==> config.mk <==
export PLATFORM = sky130hd
export DESIGN_NAME = rs_syndrome_stream
export DESIGN_NICKNAME = d
export VERILOG_FILES = /design/src/rtl/rs_syndrome_stream.sv
export SDC_FILE = /design/constraint.sdc
export NUM_CORES = 1
export LEC_CHECK = 0
export ABC_AREA = 0
export CORE_MARGIN = 2
export CORE_UTILIZATION = 54
export DETAILED_ROUTE_END_ITERATION = 10
export PLACE_DENSITY = 0.8
export SYNTH_ARGS = -nofsm -noshare
export SYNTH_HDL_FRONTEND = slang
export SYNTH_SLANG_ARGS = --single-unit
==> constraint.sdc <==
create_clock -name clk -period 2.3 [get_ports clk]
set_clock_uncertainty 0.1 [all_clocks]
set_input_delay 0.46 -clock clk [delete_from_list [all_inputs] [get_ports clk]]
set_output_delay 0.46 -clock clk [all_outputs]
set_load 0.02 [all_outputs]
==> src/rtl/rs_syndrome_stream.sv <==
// rs_syndrome_stream: streaming Reed-Solomon syndrome calculator with a one-deep output register
module rs_syndrome_stream #(
    parameter int                    SYMBOL_WIDTH = 8,
    parameter int                    N            = 18,
    parameter int                    K            = 16,
    parameter logic [SYMBOL_WIDTH:0] PRIM_POLY    = 9'h11D,
    parameter int                    FCR          = 1
) (
    input  logic                               clk,
    input  logic                               rst_n,
    input  logic                               in_valid,
    output logic                               in_ready,
    input  logic [SYMBOL_WIDTH-1:0]            in_data,
    input  logic                               in_last,
    output logic                               out_valid,
    input  logic                               out_ready,
    output logic [(N-K)*SYMBOL_WIDTH-1:0]      out_syn,
    output logic                               out_err,
    output logic                               out_len_err
);
    localparam int SW   = SYMBOL_WIDTH;
    localparam int NSYN = N - K;
    localparam int CW   = (N > 1) ? $clog2(N) : 1;
    localparam logic [CW-1:0] LAST_CNT = CW'(N - 1);

    typedef enum logic {EMPTY, FULL} state_t;

    function automatic logic [SW-1:0] gf_mul(input logic [SW-1:0] a, input logic [SW-1:0] b);
        logic [SW-1:0] r;
        r = '0;
        for (int i = SW - 1; i >= 0; i--) begin
            r = {r[SW-2:0], 1'b0} ^ (r[SW-1] ? PRIM_POLY[SW-1:0] : '0);
            if (b[i]) r = r ^ a;
        end
        return r;
    endfunction

    function automatic logic [SW-1:0] gf_pow(input int e);
        logic [SW-1:0] r;
        r = SW'(1);
        for (int i = 0; i < e; i++) r = gf_mul(r, SW'(2));
        return r;
    endfunction

    state_t               state_q, state_d;
    logic [CW-1:0]        cnt_q, cnt_d;
    logic [NSYN*SW-1:0]   acc_q, acc_d, syn_nxt;
    logic [NSYN*SW-1:0]   syn_q, syn_d;
    logic                 err_q, err_d, len_err_q, len_err_d;
    logic                 accept, at_last_cnt, cw_end, first;

    assign accept      = in_valid && in_ready;
    assign at_last_cnt = (cnt_q == LAST_CNT);
    assign first       = (cnt_q == '0);
    assign cw_end      = accept && (in_last || at_last_cnt);
    assign in_ready    = !((at_last_cnt || in_last) && state_q == FULL && !out_ready);
    assign out_valid   = (state_q == FULL);
    assign out_syn     = syn_q;
    assign out_err     = err_q;
    assign out_len_err = len_err_q;

    // Horner step per syndrome; a counter of zero means the previous codeword is forgotten
    for (genvar j = 0; j < NSYN; j++) begin : g_syn
        localparam logic [SW-1:0] ROOT = gf_pow(FCR + j);
        assign syn_nxt[j*SW +: SW] = (first ? '0 : gf_mul(acc_q[j*SW +: SW], ROOT)) ^ in_data;
    end

    // Next-state for accumulators, symbol counter, output register and its EMPTY/FULL state
    always_comb begin
        acc_d     = accept ? syn_nxt : acc_q;
        cnt_d     = accept ? (cw_end ? '0 : cnt_q + CW'(1)) : cnt_q;
        syn_d     = cw_end ? syn_nxt : syn_q;
        err_d     = cw_end ? |syn_nxt : err_q;
        len_err_d = cw_end ? !(in_last && at_last_cnt) : len_err_q;
        state_d   = cw_end ? FULL : ((state_q == FULL && out_ready) ? EMPTY : state_q);
    end

    // Accumulator and counter registers
    always_ff @(posedge clk or negedge rst_n) begin
        if (!rst_n) begin
            acc_q <= '0;
            cnt_q <= '0;
        end else begin
            acc_q <= acc_d;
            cnt_q <= cnt_d;
        end
    end

    // Output register and its occupancy state
    always_ff @(posedge clk or negedge rst_n) begin
        if (!rst_n) begin
            state_q   <= EMPTY;
            syn_q     <= '0;
            err_q     <= 1'b0;
            len_err_q <= 1'b0;
        end else begin
            state_q   <= state_d;
            syn_q     <= syn_d;
            err_q     <= err_d;
            len_err_q <= len_err_d;
        end
    end
endmodule

==> flow_metrics.tcl, run 1 <==
set metrics [dict create \
    initial_core_util 0.560 \
    fin_area_um2 2870 \
    cp_cell_sequence "inv_1 -> ha_1 -> and4bb_4 -> nor2_4 -> or2_2 -> buf_2" \
    grt_start_max_net_pins 28 \
    hpwl_mm 3.50 \
    async_flop_share 1.00 \
    place.port_buffers 32 \
    ios 33 \
    grt_usage 0.236 \
    synth.area.top_cells "dfrtp_1, nand2_1, xnor2_1" \
    power_mw 3.99 \
    antenna_cells 0 \
    whs_ns 0.0248 \
    critPathTopFamily "simple AND/OR/NAND/NOR gates" \
    ys_seq_area_frac 0.450 \
    drt_iter0_markers 129 \
    fp.dieArea_um2 4650 \
    synthFlopType "dfrtp_1" \
    cts_buffer_depth 2 \
    status "completed" \
    drive_gt1_frac 0.154 \
    syn-instance-count 245 \
    reg2reg_depth 8 \
    cts_tree "done" \
    fin_crit_sh 0.961 \
    syn_to_final_growth_pct 29.0 \
    path_class "reg -> out" \
    drv_cap 0 \
    p_leak_nw 1.22 \
    synth.distinct_cells 42 \
    core_area_um2 3970 \
    clk_latency_ns 0.29 \
    htreeDepth 2 \
    synth_seq_cells 40 \
    vias_per_cell 5.43 \
    critPathBufInv 2 \
    yosys.area.top_type_share 0.450 \
    syn_nets 261 \
    p_per_area_nw_per_um2 1390 \
    routedWlPerCell_um 14.5 \
    fmax_ghz 0.452 \
    nFillCells 295 \
    endpoint_kind "primary output" \
    synth.avg_cell_area_um2 9.08 \
    min_period_ns 2.21 \
    slew_violations 0 \
    worst_ep_arrival_time_ns 1.65 \
    final_antenna_net_count 0 \
    path_depth 6 \
    hp-class "in -> async" \
    nets 307 \
    chipWidth_um 68.2 \
    yosys.area.top_type "dfrtp_1" \
    mostFrequentLayoutCell "nand2_1" \
    vdd_ir_drop_max_mv 0.867 \
    cp.required_ns 1.74 \
    placed_cell_area_um2 2720 \
    first_pass_iters 4 \
    first_global_vias 1715 \
    final_cell_mix "nand2_1, dfrtp_1, clkdlybuf4s50_1" \
    finalWirelength_mm 4.95 \
    cpPeakStageDelay_ns 0.38 \
    dr_total_vias 1856 \
    cts_buffers 5 \
    num_rows 23 \
    grt_pass1_wl_mm 8.11 \
    max_slew_margin 0.663 \
    slowest_stage "dfrtp_1" \
    hold_violations 0 \
    fp.dieH_um 68.2 \
    synth_edf_count 0 \
    ys.warnings.count 0 \
    crit_fanout 3 \
    worstSetupStartpointType "register" \
    clock-sinks 40 \
    place_congestion 0.862 \
    synth_area_um2 2220 \
    grt_overflow 0 \
    cts.clk_slew.worst_paths_ns 0.08 \
    antenna_found_initial 0 \
    drc_errors 0 \
    root_buffer "clkbuf_8" \
    worst_slew_pin_slew_ns 0.505 \
    setup_viol 0 \
]
==> where the power goes <==
part	total (mW)	switching [mW]	internal [mW]	leakage, nW
combinational	2.18	1.10	1.09	0.680
clock	0.489	0.250	0.240	0.0510
sequential	1.32	0.309	1.01	0.488
total	3.99	1.66	2.34	1.22
==> area by class of cell <==
cell class,count,area [µm²],area share
clock buffer,6,82.6,0.0288
clock inverter,2,10.0,0.00349
inverter,4,15.0,0.00523
multi-input combinational,183,1150,0.399
sequential,40,1000,0.349
tap,50,62.6,0.0218
timing repair buffer,57,553,0.193
==> sequential cells by signal, summed over array words and instances (netlist names) <==
signal / flops
out_valid: 1
acc_q: 16
cnt_q: 5
out_len_err: 1
out_err: 1
out_syn: 16
==> synthesized netlist by cell type, types with 2 or more instances <==
master / count
nand2_1: 45
dfrtp_1: 40
nor2_1: 19
o21ai_0: 19
xnor2_1: 17
o21ai_1: 15
xor2_1: 10
buf_2: 9
a31oi_1: 6
a21oi_1: 5
o32ai_1: 5
buf_1: 4
clkbuf_1: 4
inv_1: 4
nor4bb_1: 4
ha_1: 3
nand2b_1: 3
nand3_1: 3
nor3_1: 3
a22o_1: 2
nand4_1: 2
nor3b_1: 2
xor2_2: 2
==> worst reg2reg max path, cell delays in order, from the launching register on <==
cell	delay [ns]
dfrtp_1	0.41
buf_4	0.16
inv_1	0.05
ha_1	0.17
or4b_1	0.51
buf_4	0.20
nand2_1	0.08
xor2_1	0.25
o21ai_0	0.12
==> path summary, 6_finish.rpt <==
check                            startpoint     endpoint  slack (ns)
max in group asynchronous             rst_n    acc_q[12]        1.59
min in group clk                out_syn[10]  out_syn[10]        0.38
worst max register to register     cnt_q[0]  out_syn[15]        0.15
worst min-delay path                  rst_n  out_syn[15]        0.02
worst max-delay path               cnt_q[1]     in_ready        0.09
worst min register to register  out_syn[10]  out_syn[10]        0.38
==> kinds of logic (layout without fill, tap and decap cells) <==
family	count (synthesis)	in the layout	share of synthesized area
adder cells (fa/ha/maj)	3	3	0.0169
XOR/XNOR	29	29	0.121
buffers and inverters	22	69	0.0455
AO/OA/AOI/OAI	58	58	0.156
multiplexers	1	1	0.00450
flip-flops	40	40	0.450
AND/OR/NAND/NOR	92	92	0.206
==> per-stage QoR <==
| step | cells | setup TNS [ns] | worst slack (ns) | utilization |
|---|---|---|---|---|
| detailed placement | 331 | -0.114 | -0.114 | 0.685 |
| floorplan | 245 | 0 | 0.386 | - |
| CTS | 339 | 0 | 0.0577 | 0.709 |
| global route | 342 | -0.0127 | -0.0127 | 0.723 |
| global placement | 331 | -0.111 | -0.111 | 0.685 |
| finish | 342 | 0 | 0.0895 | 0.723 |
==> per-layer routing <==
metal	vias up	wire (µm)	GRT usage	share of wire
li1	933	-	-	-
met1	867	2260	0.314	0.46
met2	49	2400	0.373	0.48
met3	7	243	0.0674	0.049
met4	0	54	0.0750	0.011
met5	-	0	0	0
==> timing repair <==
item	in CTS	in global routing
pin swaps	0	1
gates resized for setup	5	2
hold buffers	0	0
endpoints found under the setup margin	2	1
cloned	0	1
buffers inserted	0	2
No activity file was read; power rests on OpenSTA's default activity.
==> inputs of run 2 (changes only) <==
--- a/config.mk
+++ b/config.mk
@@ -10,6 +10,7 @@
 export CORE_UTILIZATION = 54
 export DETAILED_ROUTE_END_ITERATION = 10
 export PLACE_DENSITY = 0.8
+export SLEW_MARGIN = 20
 export SYNTH_ARGS = -nofsm -noshare
 export SYNTH_HDL_FRONTEND = slang
 export SYNTH_SLANG_ARGS = --single-unit
==> constraint.sdc (replaced) <==
create_clock -name clk -period 2.3 [get_ports clk]
set_clock_uncertainty 0.1 [all_clocks]
set_input_delay 0.23 -clock clk [delete_from_list [all_inputs] [get_ports clk]]
set_output_delay 0.23 -clock clk [all_outputs]
set_load 0.02 [all_outputs]
==> run 2 against run 1 <==
Flip-flop and latch count unchanged; first-iteration DRC count fell by 24%; critical path depth unchanged; sequential power hardly changed; fmax grew 0.71%; combinational power shrank 11%; critical endpoint unchanged.
==> flow_metrics.tcl, run 2 (synthesis gave the netlist of run 1 again) <==
set metrics [dict create \
    antenna_cells 0 \
    grt_overflow 0 \
    drt_iter0_markers 98 \
    grt_start_max_net_pins 41 \
    clk_latency_ns 0.29 \
    fin_crit_sh 0.954 \
    endpoint_kind "primary output" \
    p_per_area_nw_per_um2 1390 \
    critPathBufInv 2 \
    pre_cts_slack_ns 0.187 \
    power.internal_mw 2.17 \
    cts_buffer_depth 2 \
    p_sw_frac 0.420 \
    routedWlPerCell_um 14.3 \
    slew_violations 0 \
    place_congestion 0.802 \
    grt_usage 0.235 \
    cts_tree "done" \
    cts.clk_slew.worst_paths_ns 0.08 \
    root_buffer "clkbuf_8" \
    p_clk_frac 0.131 \
    path_class "reg -> out" \
    final_antenna_net_count 0 \
    hold_violations 0 \
    drive_gt1_frac 0.100 \
    first_pass_iters 4 \
    final_cell_mix "nand2_1, dfrtp_1, clkdlybuf4s50_1" \
    nets 294 \
    cp.required_ns 1.97 \
    drv_cap 0 \
    vias_per_cell 5.45 \
    seqPwrFrac 0.353 \
    hp-class "reg -> reg" \
    setup_viol 0 \
    nFillCells 343 \
    worstSetupStartpointType "register" \
    p_sw_mw 1.57 \
    place.port_buffers 32 \
    wl_met3_um 177 \
    dr_total_vias 1793 \
    worst_ep_arrival_time_ns 1.87 \
    min_period_ns 2.20 \
    utilization 0.680 \
    grt_pass1_wl_mm 7.98 \
    cts_buffers 5 \
    max_slew_margin 0.392 \
    critPathTopFamily "simple AND/OR/NAND/NOR gates" \
    slowest_stage "dfrtp_1" \
    htreeDepth 2 \
    finalWirelength_mm 4.71 \
    initial_core_util 0.560 \
    num_rows 23 \
    first_global_vias 1673 \
    mostFrequentLayoutCell "nand2_1" \
    status "completed" \
    met1_length_mm 2.22 \
    p_leak_nw 1.13 \
    dr_wl_met2_mm 2.25 \
    drc_errors 0 \
    setup_slack_ns 0.105 \
    antenna_found_initial 0 \
    cp_cell_sequence "inv_1 -> ha_1 -> and4bb_4 -> nor2_4 -> or2_2 -> clkdlybuf4s15_1" \
    vdd_ir_drop_max_mv 0.661 \
    fmax_ghz 0.456 \
    top_layer_used "met4" \
    comb_power_share 0.516 \
    clock-sinks 40 \
    fp.dieH_um 68.2 \
    tns_ns 0 \
    hpwl_mm 3.28 \
    cpPeakStageDelay_ns 0.41 \
    chipWidth_um 68.2 \
    worst_slew_pin_slew_ns 0.913 \
    syn_to_final_growth_pct 21.4 \
    fp.dieArea_um2 4650 \
    crit_fanout 8 \
    grt_setup_unrepaired "false" \
    core_area_um2 3970 \
    ios 33 \
]
[run 2: worst reg2reg max path: cells and delay by family (launching register included)]
kind | cells | cell delay (ns)
DFF | 1 | 0.44
buffers and inverters | 1 | 0.09
xor gates and xnor gates | 1 | 0.17
and+or+nand+nor | 3 | 0.98
AOI/OAI and AO/OA | 1 | 0.08
adders and majority gates | 1 | 0.18
[run 2: power by group through the flow]
stage	clock (mW)	sequential (mW)	combinational [mW]
after floorplan	0	1.41	1.23
after global placement	0	1.32	1.89
after detailed placement	0	1.33	1.93
after CTS	0.504	1.32	1.95
after global routing	0.526	1.38	2.16
final	0.490	1.32	1.93
[run 2: area by class of cell]
class | count | area (µm²) | share of cell area
Sequential cell | 40 | 1000 | 0.371
Tap cell | 50 | 62.6 | 0.0232
Multi-Input combinational cell | 183 | 1120 | 0.415
Clock inverter | 2 | 10.0 | 0.00371
Clock buffer | 6 | 82.6 | 0.0306
Inverter | 4 | 15.0 | 0.00556
Timing Repair Buffer | 44 | 408 | 0.151
[run 2: worst paths after layout]
path / from / endpoint / slack (ns) / depth (start not counted)
max reg2reg: cnt_q[0] / out_err / 0.16 / 7
min reg2reg: out_syn[8] / out_syn[8] / 0.38 / 2
min in group asynchronous: rst_n / cnt_q[0] / 0.55 / 2
min: out_syn[8] / out_syn[8] / 0.38 / 2
max: cnt_q[1] / in_ready / 0.10 / 6
max in group asynchronous: rst_n / acc_q[3] / 0.98 / 2
[run 2: through the flow]
step                      instance area (µm²)  power, mW  cells  hold WS (ns)
after detailed placement                 2600       3.26    320         0.307
after global placement                   2600       3.21    320         0.302
after global routing                     2700       4.06    329         0.429
final                                    2700       3.74    329         0.378
after floorplan                          2220       2.64    245        -0.166
after CTS                                2700       3.77    329         0.388
[run 2: routing by layer]
metal | vias up | global-route usage
li1 | 898 | -
met1 | 861 | 0.320
met2 | 30 | 0.364
met3 | 4 | 0.0576
met4 | 0 | 0.0850
met5 | - | 0
[run 2: what timing repair did]
item                                    in CTS  in global routing
cloned                                       0                  0
endpoints found under the setup margin       1                  1
gates resized for setup                      1                  1
hold buffers                                 1                  0
buffers inserted                             0                  0
hold endpoints to repair                    40                  0
==> inputs of run 3 (changes only) <==
--- a/config.mk
+++ b/config.mk
@@ -6,6 +6,7 @@
 export NUM_CORES = 1
 export LEC_CHECK = 0
 export ABC_AREA = 0
+export ABC_CLOCK_PERIOD_IN_PS = 2300
 export CORE_MARGIN = 2
 export CORE_UTILIZATION = 54
 export DETAILED_ROUTE_END_ITERATION = 10
==> results of run 3 <==
The final DEF is identical to that of run 2; final timing and power are the same.
